File: src/rtl/gpio_in_debounce_if.sv
// ---------------------------------------------------------------------------
// gpio_in_debounce_if
// CPU register bus shared between the bus master and the gpio_in_debounce
// register window.
//   cs    : chip select from the bus decoder
//   wr    : write strobe (write happens when cs & wr at posedge clk)
//   addr  : byte address, only [3:2] decoded by the slave
//   wdata : write data
//   rdata : read data, combinational from addr[3:2], independent of cs
// ---------------------------------------------------------------------------
interface gpio_in_debounce_if;
  logic        cs;
  logic        wr;
  logic [31:0] addr;
  logic [31:0] wdata;
  logic [31:0] rdata;

  modport master (
    output cs,
    output wr,
    output addr,
    output wdata,
    input  rdata
  );

  modport slave (
    input  cs,
    input  wr,
    input  addr,
    input  wdata,
    output rdata
  );
endinterface

File: src/rtl/gpio_in_debounce.sv
// ---------------------------------------------------------------------------
// gpio_in_debounce
// Per-pin input conditioner: 2-flop synchronizer, debounce counter and edge
// detector feeding clean levels to the GPIO input port, with a 4-word
// register window (DBCR, LVL, IER, ISR) and a registered level interrupt.
//
// Ports:
//   clk     : system clock
//   reset   : asynchronous, active-high reset
//   bus     : register bus (gpio_in_debounce_if.slave)
//   pin_in  : raw asynchronous pins
//   pin_out : debounced levels (same as LVL)
//   irq     : registered interrupt, |(ISR & IER)
//
// Optional build macro GPIO_IN_DEBOUNCE_BYPASS_EN adds DBCR[16] as a bypass
// bit: LVL then follows the synchronized pin directly and counters hold at 0.
// Without the macro DBCR[16] reads 0 and ignores writes.
// ---------------------------------------------------------------------------
module gpio_in_debounce #(
  parameter int              NPIN       = 8,
  parameter int              CNT_W      = 16,
  parameter logic [CNT_W-1:0] DB_DEFAULT = CNT_W'(50000)
) (
  input  logic                clk,
  input  logic                reset,
  gpio_in_debounce_if.slave   bus,
  input  logic [NPIN-1:0]     pin_in,
  output logic [NPIN-1:0]     pin_out,
  output logic                irq
);

  // Register fields are laid out for 8 pins; bits above NPIN never set.
  localparam logic [7:0]  PMASK = 8'((16'd1 << NPIN) - 16'd1);
  localparam logic [15:0] FMASK = {PMASK, PMASK};

  logic [NPIN-1:0]  s1_q, s2_q;
  logic [NPIN-1:0]  lvl_q, lvl_d;
  logic [CNT_W-1:0] cnt_q [NPIN];
  logic [CNT_W-1:0] cnt_d [NPIN];
  logic [CNT_W-1:0] thr_q, thr_d;
  logic [15:0]      ier_q, ier_d;
  logic [15:0]      isr_q, isr_d;
  logic             irq_q, irq_d;
`ifdef GPIO_IN_DEBOUNCE_BYPASS_EN
  logic             byp_q, byp_d;
`endif

  logic [CNT_W-1:0] thr_e;
  logic [CNT_W-1:0] thr_em1;
  logic [7:0]       rise8, fall8;
  logic [15:0]      w1c;
  logic             wr_en;
  logic [1:0]       sel;
  logic             unused_bits;

  assign wr_en       = bus.cs & bus.wr;
  assign sel         = bus.addr[3:2];
  assign unused_bits = ^{bus.addr, bus.wdata};

  always_comb begin
    // Threshold 0 behaves as 1 so a zero write cannot stall the counter.
    thr_e   = (thr_q == '0) ? CNT_W'(1) : thr_q;
    thr_em1 = thr_e - CNT_W'(1);

    // Debounce: flip LVL on the thr_e-th consecutive mismatching cycle.
    // The >= compare also handles the threshold being lowered mid-count.
    lvl_d = lvl_q;
    for (int i = 0; i < NPIN; i++) begin
      cnt_d[i] = '0;
      if (s2_q[i] != lvl_q[i]) begin
        if (cnt_q[i] >= thr_em1) begin
          lvl_d[i] = s2_q[i];
        end else begin
          cnt_d[i] = cnt_q[i] + CNT_W'(1);
        end
      end
    end
`ifdef GPIO_IN_DEBOUNCE_BYPASS_EN
    if (byp_q) begin
      lvl_d = s2_q;
      for (int i = 0; i < NPIN; i++) begin
        cnt_d[i] = '0;
      end
    end
`endif

    // Edge detect on the LVL update itself so ISR sets on the same edge.
    rise8             = '0;
    fall8             = '0;
    rise8[NPIN-1:0]   = lvl_d & ~lvl_q;
    fall8[NPIN-1:0]   = ~lvl_d & lvl_q;

    thr_d = thr_q;
    ier_d = ier_q;
    w1c   = '0;
`ifdef GPIO_IN_DEBOUNCE_BYPASS_EN
    byp_d = byp_q;
`endif
    if (wr_en) begin
      unique case (sel)
        2'd0: begin
          thr_d = bus.wdata[CNT_W-1:0];
`ifdef GPIO_IN_DEBOUNCE_BYPASS_EN
          byp_d = bus.wdata[16];
`endif
        end
        2'd2:    ier_d = bus.wdata[15:0] & FMASK;
        2'd3:    w1c   = bus.wdata[15:0];
        default: ;
      endcase
    end

    // Set wins over a same-cycle W1C on the same bit.
    isr_d = (isr_q & ~w1c) | {fall8, rise8};
    irq_d = |(isr_q & ier_q);
  end

  always_comb begin
    bus.rdata = '0;
    unique case (sel)
      2'd0: begin
        bus.rdata[CNT_W-1:0] = thr_q;
`ifdef GPIO_IN_DEBOUNCE_BYPASS_EN
        bus.rdata[16] = byp_q;
`endif
      end
      2'd1:    bus.rdata[NPIN-1:0] = lvl_q;
      2'd2:    bus.rdata[15:0]     = ier_q;
      default: bus.rdata[15:0]     = isr_q;
    endcase
  end

  always_ff @(posedge clk or posedge reset) begin
    if (reset) begin
      s1_q  <= '0;
      s2_q  <= '0;
      lvl_q <= '0;
      for (int i = 0; i < NPIN; i++) begin
        cnt_q[i] <= '0;
      end
      thr_q <= DB_DEFAULT;
      ier_q <= '0;
      isr_q <= '0;
      irq_q <= 1'b0;
`ifdef GPIO_IN_DEBOUNCE_BYPASS_EN
      byp_q <= 1'b0;
`endif
    end else begin
      // Synchronizer stage
      s1_q  <= pin_in;
      s2_q  <= s1_q;
      // Debounce / register stage
      lvl_q <= lvl_d;
      for (int i = 0; i < NPIN; i++) begin
        cnt_q[i] <= cnt_d[i];
      end
      thr_q <= thr_d;
      ier_q <= ier_d;
      isr_q <= isr_d;
      // Interrupt stage
      irq_q <= irq_d;
`ifdef GPIO_IN_DEBOUNCE_BYPASS_EN
      byp_q <= byp_d;
`endif
    end
  end

  assign pin_out = lvl_q;
  assign irq     = irq_q;

endmodule

File: src/flat_wrapper.sv
// flat-port wrapper written by rule: the top's interface ports become plain ports
module gpio_in_debounce_flat 
#(
  parameter int              NPIN       = 8,
  parameter int              CNT_W      = 16,
  parameter logic [CNT_W-1:0] DB_DEFAULT = CNT_W'(50000)
)
  (clk, reset, pin_in, pin_out, irq, bus_cs, bus_wr, bus_addr, bus_wdata, bus_rdata);
  gpio_in_debounce_if bus_i ();
  input  logic clk;
  input  logic reset;
  input  logic [NPIN-1:0] pin_in;
  output logic [NPIN-1:0] pin_out;
  output logic irq;
  input wire logic [$bits(bus_i.cs)-1:0] bus_cs;
  input wire logic [$bits(bus_i.wr)-1:0] bus_wr;
  input wire logic [$bits(bus_i.addr)-1:0] bus_addr;
  input wire logic [$bits(bus_i.wdata)-1:0] bus_wdata;
  output wire logic [$bits(bus_i.rdata)-1:0] bus_rdata;
  assign bus_i.cs = bus_cs;
  assign bus_i.wr = bus_wr;
  assign bus_i.addr = bus_addr;
  assign bus_i.wdata = bus_wdata;
  assign bus_rdata = bus_i.rdata;
  gpio_in_debounce #(.NPIN(NPIN), .CNT_W(CNT_W), .DB_DEFAULT(DB_DEFAULT)) u_core (.clk(clk), .reset(reset), .bus(bus_i), .pin_in(pin_in), .pin_out(pin_out), .irq(irq));
endmodule
File: config.mk
export PLATFORM = sky130hd
export DESIGN_NAME = gpio_in_debounce_flat
export DESIGN_NICKNAME = d
export VERILOG_FILES = /design/src/rtl/gpio_in_debounce_if.sv /design/src/rtl/gpio_in_debounce.sv /design/src/flat_wrapper.sv
export SDC_FILE = /design/constraint.sdc
export NUM_CORES = 1
export LEC_CHECK = 0
export ABC_CLOCK_PERIOD_IN_PS = 7700
export CORE_ASPECT_RATIO = 0.9
export CORE_UTILIZATION = 58
export DETAILED_ROUTE_END_ITERATION = 6
export PLACE_DENSITY = 0.85
export SLEW_MARGIN = 0
export SYNTH_ARGS = -nofsm -noshare
export SYNTH_HDL_FRONTEND = slang
export SYNTH_SLANG_ARGS = --single-unit
File: constraint.sdc
create_clock -name clk -period 7.7 [get_ports clk]
set_clock_uncertainty 0.1 [all_clocks]
set_input_delay 0.77 -clock clk [delete_from_list [all_inputs] [get_ports clk]]
set_output_delay 0.77 -clock clk [all_outputs]
set_load 0.05 [all_outputs]
Word level (Yosys, flattened, before mapping) --
Index checks and enable logic that the tools add are counted. W data, S select, Z words.
Operators by class: add/sub/neg operators 9, multiplexer cells 37, equal/unequal tests 11, reductions and logical operators 5, bitwise operators 9, order comparisons 8
Operator list (number):
- $mux W16 | 19
- $add A16 B1 Y16 const B | 8
- $ge A16 B16 Y1 | 8
- $pmux W8 S3 | 2
- $and A16 B16 Y16 | 2
- $and A8 B8 Y8 | 2
- $logic_not A16 Y1 | 1
- $mux W1 | 16
- $not A16 Y16 | 1
- $not A8 Y8 | 2
- $or A16 B16 Y16 | 1
- $reduce_or A16 Y1 | 1
- $sub A16 B1 Y16 const B | 1
- $ne A1 B1 Y1 | 8
- $eq A2 B2 Y1 const B | 2
- $reduce_and A2 Y1 | 2
- $eq A2 B1 Y1 const B | 1
- $logic_not A2 Y1 | 1
- $and A1 B1 Y1 | 1
Word-level totals: output and inout port bits 41, word-level logic and storage cells 94, bits in registers 201

Longest topological paths before layout --
Gate-level depths: netlist of the first run.
depth in word-level cells 9, gate-level depth with buffers 18

Least setup slack after synthesis of the first run --
Ideal clock, no wire load.
path kind register -> register, from reg u_core.thr_q[5], to reg u_core.cnt_q[11] (netlist name), data required time 7464 ps, path buffers 2, arrival 4417 ps, stages on the path, launching flop included 17, slack 3047 ps, cells stage by stage dfrtp_1 or4_4 or4_1 nor2_1 a21oi_1 ha_1 nand2b_1 nor3_1 xnor2_1 ha_1 nand3_1 o41a_1 a21oi_1 a21o_1 clkbuf_1 buf_1 nor3_1
RTL lines:
- start, declared | RTL line gpio_in_debounce.sv:40 | logic [CNT_W-1:0] thr_q, thr_d;
- start signal, assigned | RTL line gpio_in_debounce.sv:157 | thr_q <= thr_d;
- end signal, assigned by index | RTL line gpio_in_debounce.sv:155 | cnt_q[i] <= cnt_d[i];
- end, declared | RTL line gpio_in_debounce.sv:38 | logic [CNT_W-1:0] cnt_q [NPIN];

==> metrics.md, run 1 <==
| Metric | Value |
|---|---|
| CTS H-Tree Depth | 1 |
| CP Max Fanout | 16 |
| Worst-Skew Late Latency | 0.50 ns |
| Die area | 21,400 um2 |
| Crit path buf inv count | 0 |
| Synth async-reset ratio | 100% |
| Slowest library cell on the worst path | xnor2_2 |
| Initial antenna violation count | 0 |
| Critical path launch point type | flop |
| Worst R2R End | u_core.cnt_q[79] |
| Final min period | 5.64 ns |
| Design area | ~14,000 um2 |
| Worst Reg-to-Reg Cells | 14 |
| Post-CTS Setup Repair Bufs | 0 |
| Crit end category | flop |
| GRT overflow | 0 |
| Via count | 9,387 |
| Delay-heaviest family, CP | simple AND/OR/NAND/NOR gates |
| R2R setup slack | 2.06 ns |
| Share of the synthesized area in the top cell type | 40.4% |
| Clk buf depth | 3 |
| Diode count | 0 |
| Max-slew headroom | 20.4% |
| Fin. Hold Viols | 0 |
| Arr. time, crit path | 5.95 ns |
| Max VDD drop | roughly 0.19 mV |
| Final setup viols | 0 |
| NumNets Final | between 1,000 and 1,500 |
| Crit path largest cell delay | 0.79 ns |
| Crit path kind | flop to flop |
| Critical Path Start | u_core.thr_q[5] |
| FF-to-FF Start | u_core.thr_q[5] |
| Lkg Pwr | 6.19 nW |
| Vias per cell | 6.19 |
| Sequential area share after synthesis | 41.8% |
| Worst path required time | about 8 ns |
| Cts repair resizes | 0 |
| CP cell instances | or4_4 -> or4_1 -> nor2_1 -> a21oi_2 -> ha_1 -> nand2b_1 -> nor3_1 -> xnor2_2 -> ha_1 -> a21oi_1 -> o31ai_1 -> o311ai_1 -> o2111ai_1 -> nor2_1 |
| Max Slew Vio Count | 0 |
| Starting Density | 59.8% |
| Routed WL per cell | between 15 and 20 um |
| Post-route setup TNS | 0 ns |
| Yosys cell types | 59 |
| Main synth FF type | dfrtp_1 |
| Core Area | 20,200 um2 |
| Die height | 139 um |
| Min-delay worst type | flop to flop |
| Post-Layout Cell Count | 1,516 |
| Die width | between 150 and 200 um |
| IO Port Bufs | 54 |
| CTS Hold Bufs | 0 |
| Post-Place Cells | 1,479 |
| Layout cells sized above 1 | 10.2% |
| Clock sinks | 201 |
| Run status | complete, no violations |
| Placed inst area | 12,900 um2 |
| Worst-Margin Slew | 1.19 ns |
| Power Dens Cells | 249 nW/um2 |
| Largest net degree at the start of global routing | 118 |
| Cell Area, Synth | 12,100 um2 |
| Syn Area/Cell | slightly above 10 um2 |
| DRC viols | 0 |
| CP endpoint | u_core.cnt_q[79] |
| Tcrit/Tclk final | 73.3% |
| Number of max-cap violations | 0 |
| DR pass1 iterations | 5 |
| Synth top area cells | dfrtp_1 (40%), ha_1 (13%), nor2_1 (5.4%), xor2_1 (5.1%), mux2_2 (4.1%) |
| Max Clock Freq | 177 MHz |
| EDFF count, synth | 0 |
| Vias in the first global route | ~9,100 |
| DRT antenna net count | 0 |
| GRT Total Usage | 27.8% |
| First-pass GRT wire length | approximately 47,000 um |
| Fin Hold WS | 0.248 ns |
| Crit path depth | 14 |
| Final GP Congestion | between 0.8 and 0.9 |
| Post-Synthesis Cells | 1,182 |
| I/O pin cnt | 117 |
| Hold path depth | 0 |
| Std cell rows | a little under 50 |
| Area grow syn2layout | 12.8% |
| CTS root buffer | clkbuf_16 |
| Flops & latches, synth | roughly 200 |
| RSZ-0062 raised after global routing | no |
| Reg clk slew, reported paths | 0.06 ns |
| CTS tree | built |
| Synth Warn # | 0 |
| DP Wirelength | 20,300 um |
| Worst Hold Launch | u_core.s1_q[2] |
| Iter 0 DRT Violations | 740 |
| Tot Pwr | roughly 3.4 mW |
| Leading area contributor after synthesis | dfrtp_1 |
| Num CTS Buffers | 21 |
| Final WL | 28,800 um |
==> report_power, final <==
group	internal [mW]	total, mW	switching, mW
Combinational	0.381	1.04	0.663
Sequential	1.17	1.32	0.148
Clock	0.601	1.02	0.422
==> cell usage after synthesis (all sizes together), types with 7 or more instances <==
master and n:
mux4 8, dfrtp 195, nor4 16, o31ai 7
nand4 46, o311ai 8, mux2 45, a21oi 47
clkbuf 14, a22o 22, xor2 70, a21o 32
nor2 174, nand2 78, a211oi 7, nand2b 10
buf 25, xnor2 56, nor3 23, ha 129
nor2b 13, nand3 61, inv 25
==> worst register-to-register path, cell delays in order (launching register included) <==
cell and delay (ns):
dfrtp_1 0.46, or4_4 0.59, or4_1 0.58, nor2_1 0.16, a21oi_2 0.27, ha_1 0.35
nand2b_1 0.20, nor3_1 0.13, xnor2_2 0.80, ha_1 0.40, a21oi_1 0.13, o31ai_1 0.10
o311ai_1 0.33, o2111ai_1 0.64, nor2_1 0.30
==> flip-flops by register name, indices dropped and copies added, names as in the netlist <==
signal,flops
u_core.pin_out,8
u_core.irq,1
u_core.isr_q,16
u_core.ier_q,16
u_core.cnt_q,128
u_core.thr_q,16
u_core.s2_q,8
u_core.s1_q,8
==> layout make-up <==
type                            count  area, um2
Inverter                           25        101
Multi-Input combinational cell    932       6830
Sequential cell                   201       5040
Clock inverter                      7       65.1
Fill cell                        1476       6560
Tap cell                          255        319
Clock buffer                       30        629
Timing Repair Buffer               66        631
==> worst min-delay path by stage <==
| stage | slack [ns] | endpoint |
|---|---|---|
| floorplan | 0.23 | u_core.s2_q[0] |
| global placement | 0.23 | u_core.s2_q[7] |
| detailed placement | 0.24 | u_core.s2_q[4] |
| CTS | 0.25 | u_core.s2_q[4] |
| global route | 0.25 | u_core.s2_q[4] |
| finish | 0.25 | u_core.s2_q[2] |
==> per-layer routing <==
metal | share of wire [%] | track usage, %
met1 | 44 | 38.9
met2 | 45 | 43.3
met3 | 6.7 | 4.44
met4 | 3.8 | 11.3
met5 | 0 | 0
==> stage by stage <==
stage               util [%]  setup WS (ns)
floorplan                  -           1.36
global placement        64.0           2.29
detailed placement      64.0           2.23
CTS                     67.5           2.15
global route            67.5           1.71
finish                  67.5           2.06
==> cell usage in the layout (no fill, tap or decap), types with 24 or more instances in the layout <==
master and n:
nand3_1 61, mux2_2 44, nand2_1 78, nand4_1 45, nor2_1 174, dfrtp_1 195
xnor2_1 50, ha_1 129, a21oi_1 46, clkdlybuf4s50_1 54, a21o_1 32, xor2_1 70
inv_1 24
==> cell families (layout without fill, tap and decap cells) <==
logic type / count (synthesis) / in the layout / share of synthesized area [%]
adder cells (fa/ha/maj): 129 / 129 / 13.4
AO/OA/AOI/OAI: 160 / 160 / 9.74
flip-flops: 201 / 201 / 41.8
other: 1 / 16 / 0.0311
buffers and inverters: 64 / 128 / 2.62
AND/OR/NAND/NOR: 446 / 446 / 17.5
multiplexers: 55 / 55 / 5.86
XOR/XNOR: 126 / 126 / 9.15
Power figures use the tool's default switching activity.
==> run 2: changes to the inputs <==
--- a/config.mk
+++ b/config.mk
@@ -5,7 +5,7 @@
 export SDC_FILE = /design/constraint.sdc
 export NUM_CORES = 1
 export LEC_CHECK = 0
-export ABC_CLOCK_PERIOD_IN_PS = 7700
+export ABC_CLOCK_PERIOD_IN_PS = 5400
 export CORE_ASPECT_RATIO = 0.9
 export CORE_UTILIZATION = 58
 export DETAILED_ROUTE_END_ITERATION = 6
==> constraint.sdc (replaced) <==
create_clock -name clk -period 5.4 [get_ports clk]
set_clock_uncertainty 0.1 [all_clocks]
set_input_delay 0.54 -clock clk [delete_from_list [all_inputs] [get_ports clk]]
set_output_delay 0.54 -clock clk [all_outputs]
set_load 0.05 [all_outputs]
==> run 2 against run 1 <==
Against the previous run: critical path depth up 1; utilization up 0.83 points; clock power up 59%; total power up 49%; largest cell class unchanged; register-to-register slack worse by 1.6 ns; hold slack worse by 0.0014 ns; cell area up 1.2%; via count up 1.4%; critical endpoint is now u_core.cnt_q[36]; critical path type unchanged; highest routed layer unchanged.
==> metrics.md, run 2 (synthesis results as in run 1) <==
| Metric | Value |
|---|---|
| Run status | complete, no violations |
| Std cell rows | 49 (unchanged) |
| CTS Hold Bufs | 0 (unchanged) |
| Most common cell after layout, fill and taps aside | dfrtp_1 |
| Clock sinks | 201 (unchanged) |
| Initial antenna violation count | 0 (unchanged) |
| CTS H-Tree Depth | 1 (unchanged) |
| Max-slew headroom | 25.6% (+5.2 points) |
| Max VDD drop | 0.293 mV (+57%) |
| Worst-Skew Late Latency | 0.52 ns (+0.02 ns) |
| Fin. Hold Viols | 0 (unchanged) |
| Slowest library cell on the worst path | o2111ai_2 |
| DR pass1 iterations | 5 (unchanged) |
| Final GP Congestion | 0.878 (+0.99%) |
| Cts repair resizes | 0 (unchanged) |
| Post-Layout Cell Count | 1,533 (+1.1%) |
| Top reg by flops | u_core.cnt_q |
| Layout cells sized above 1 | 10.7% (+0.57 points) |
| Routed WL per cell | 19.8 um (+4.1%) |
| IO Port Bufs | 54 (unchanged) |
| RSZ-0062 raised after global routing | no |
| Iter 0 DRT Violations | 776 (+4.9%) |
| Largest register FFs | 128 (unchanged) |
| Switch Pwr | 1.79 mW (+45%) |
| First-pass GRT wire length | 49,200 um (+4.7%) |
| Most frequent cells in the layout | dfrtp_1 (195), nor2_1 (174), ha_1 (129) |
| Max Slew Vio Count | 0 (unchanged) |
| Max Clock Freq | 204 MHz (+15%) |
| Final min period | 4.90 ns (-0.740 ns) |
| Vias in the first global route | 9,355 (+3.1%) |
| Worst-Margin Slew | 1.11 ns (-0.0823 ns) |
| Post-CTS Setup Repair Bufs | 0 (unchanged) |
| GRT Total Usage | 29.1% (+1.3 points) |
| I/O pin cnt | 117 (unchanged) |
| DP Wirelength | 21,400 um (+5.9%) |
| R2R setup slack | 0.50 ns (-1.56 ns) |
| Worst path required time | 5.67 ns (-2.34 ns) |
| Sw Share | 35.6% (-0.89 points) |
| Min-delay worst type | flop to flop |
| Crit path largest cell delay | 0.69 ns (-0.10 ns) |
| Tcrit/Tclk final | 90.8% (+18 points) |
| NumNets Final | 1,467 (+1.0%) |
| CP Max Fanout | 16 (unchanged) |
| Lkg Pwr | 6.28 nW (+1.5%) |
| Core Area | 20,200 um2 (unchanged) |
| Worst Hold Launch | u_core.s1_q[5] |
| CP cell instances | or4_4 -> or4_1 -> nor2_1 -> a21oi_1 -> ha_1 -> nand2b_1 -> nor3_1 -> nand2_1 -> xor2_1 -> ha_1 -> nand2_1 -> nor2_1 -> nand2_1 -> o2111ai_2 -> nor2_1 |
| Crit path kind | flop to flop |
| Largest net degree at the start of global routing | 124 (+5.1%) |
| Internal Power | 3.24 mW (+51%) |
| Num CTS Buffers | 22 (+4.8%) |
| Pre-CTS worst setup slack | 0.591 ns (-1.64 ns) |
| Vias per cell | 6.21 (+0.29%) |
| Power Dens Cells | 365 nW/um2 (+47%) |
| Number of max-cap violations | 0 (unchanged) |
| DRT antenna net count | 0 (unchanged) |
| CTS root buffer | clkbuf_16 |
| Die area | 21,400 um2 (unchanged) |
| Die width | 154 um (unchanged) |
| GRT overflow | 0 (unchanged) |
| Arr. time, crit path | 5.17 ns (-0.78 ns) |
| Post-Place Cells | 1,493 (+0.95%) |
| Final WL | 30,300 um (+5.3%) |
| Critical Path Start | u_core.thr_q[5] |
| Number of fill cells | 1,448 (-1.9%) |
| Comb pwr share | 30.4% (-0.5 points) |
| Final setup viols | 0 (unchanged) |
| Crit path buf inv count | 0 (unchanged) |
| Final worst slack | 0.497 ns (-1.56 ns) |
| Power share of the clock group | 32.2% (+2.0 points) |
| FF-to-FF Start | u_core.thr_q[5] |
| Delay-heaviest family, CP | simple AND/OR/NAND/NOR gates |
| Post-route setup TNS | 0 ns (unchanged) |
| Critical path launch point type | flop |
| DRC viols | 0 (unchanged) |
| Clk buf depth | 3 (unchanged) |
| Multi-input gate area | 6790 um2 (-0.49%) |
| Crit end category | flop |
| Die height | 139 um (unchanged) |
| Via count | 9,520 (+1.4%) |
| Diode count | 0 (unchanged) |
| Area grow syn2layout | 14.2% |
| Share of power burned in registers | 37.4% (-1.5 points) |
| Starting Density | 59.8% (unchanged) |
| Reg clk slew, reported paths | 0.06 ns (about the same) |
| Flip-flop and latch area | 5040 um2 (unchanged) |
| CTS tree | built |
-- run 2: final cells by class --
cell class / count / share of cell area [%]
clock buffer: 34 / 4.91
clock inverter: 6 / 0.763
inverter: 25 / 0.708
multi-input combinational: 932 / 49.3
sequential: 201 / 36.6
tap: 255 / 2.32
timing repair buffer: 80 / 5.43
-- run 2: power by group through the flow --
stage	Clock, mW	Combinational, mW	Sequential (mW)
finish	1.62	1.53	1.88
global route	1.70	1.65	1.90
CTS	1.63	1.51	1.87
detailed placement	0	1.49	1.90
global placement	0	1.44	1.89
floorplan	0	0.932	1.91
-- run 2: worst register-to-register path, cell delays in order, from the launching register on --
cell       delay, ns
dfrtp_1         0.46
or4_4           0.60
or4_1           0.58
nor2_1          0.12
a21oi_1         0.09
ha_1            0.24
nand2b_1        0.20
nor3_1          0.11
nand2_1         0.10
xor2_1          0.65
ha_1            0.22
nand2_1         0.05
nor2_1          0.27
nand2_1         0.15
o2111ai_2       0.69
nor2_1          0.13
-- run 2: worst paths after layout --
path | end | cells past startpoint
max | u_core.cnt_q[36] | 15
min | u_core.s2_q[5] | 0
min reg2reg | u_core.s2_q[5] | 0
max reg2reg | u_core.cnt_q[36] | 15
max in group asynchronous | u_core.cnt_q[80] | 3
min in group asynchronous | u_core.cnt_q[79] | 2
-- run 2: per-layer routing --
layer	part of all wire, %	up-vias	track usage [%]	wire [um]
met1	41	4626	39.4	12600
li1	-	4402	-	-
met2	47	392	46.9	14200
met3	7.2	100	4.66	2190
met4	4.3	0	12.2	1310
met5	0	-	0	0
-- run 2: stage by stage --
| stage | utilization (%) | hold slack [ns] | power, mW | area (um2) |
|---|---|---|---|---|
| detailed placement | 64.4 | 0.235 | 3.39 | 13000 |
| floorplan | - | 0.231 | 2.84 | 12100 |
| CTS | 68.3 | 0.248 | 5.02 | 13800 |
| finish | 68.3 | 0.247 | 5.03 | 13800 |
| global placement | 64.4 | 0.233 | 3.33 | 13000 |
| global route | 68.3 | 0.256 | 5.26 | 13800 |
==> run 3: changes to the inputs <==
--- a/config.mk
+++ b/config.mk
@@ -9,6 +9,7 @@
 export CORE_ASPECT_RATIO = 0.9
 export CORE_UTILIZATION = 58
 export DETAILED_ROUTE_END_ITERATION = 6
+export HOLD_SLACK_MARGIN = 0.15
 export PLACE_DENSITY = 0.85
 export SLEW_MARGIN = 0
 export SYNTH_ARGS = -nofsm -noshare
==> results of run 3 <==
No change in the layout: final DEF, timing and power equal those of run 2.
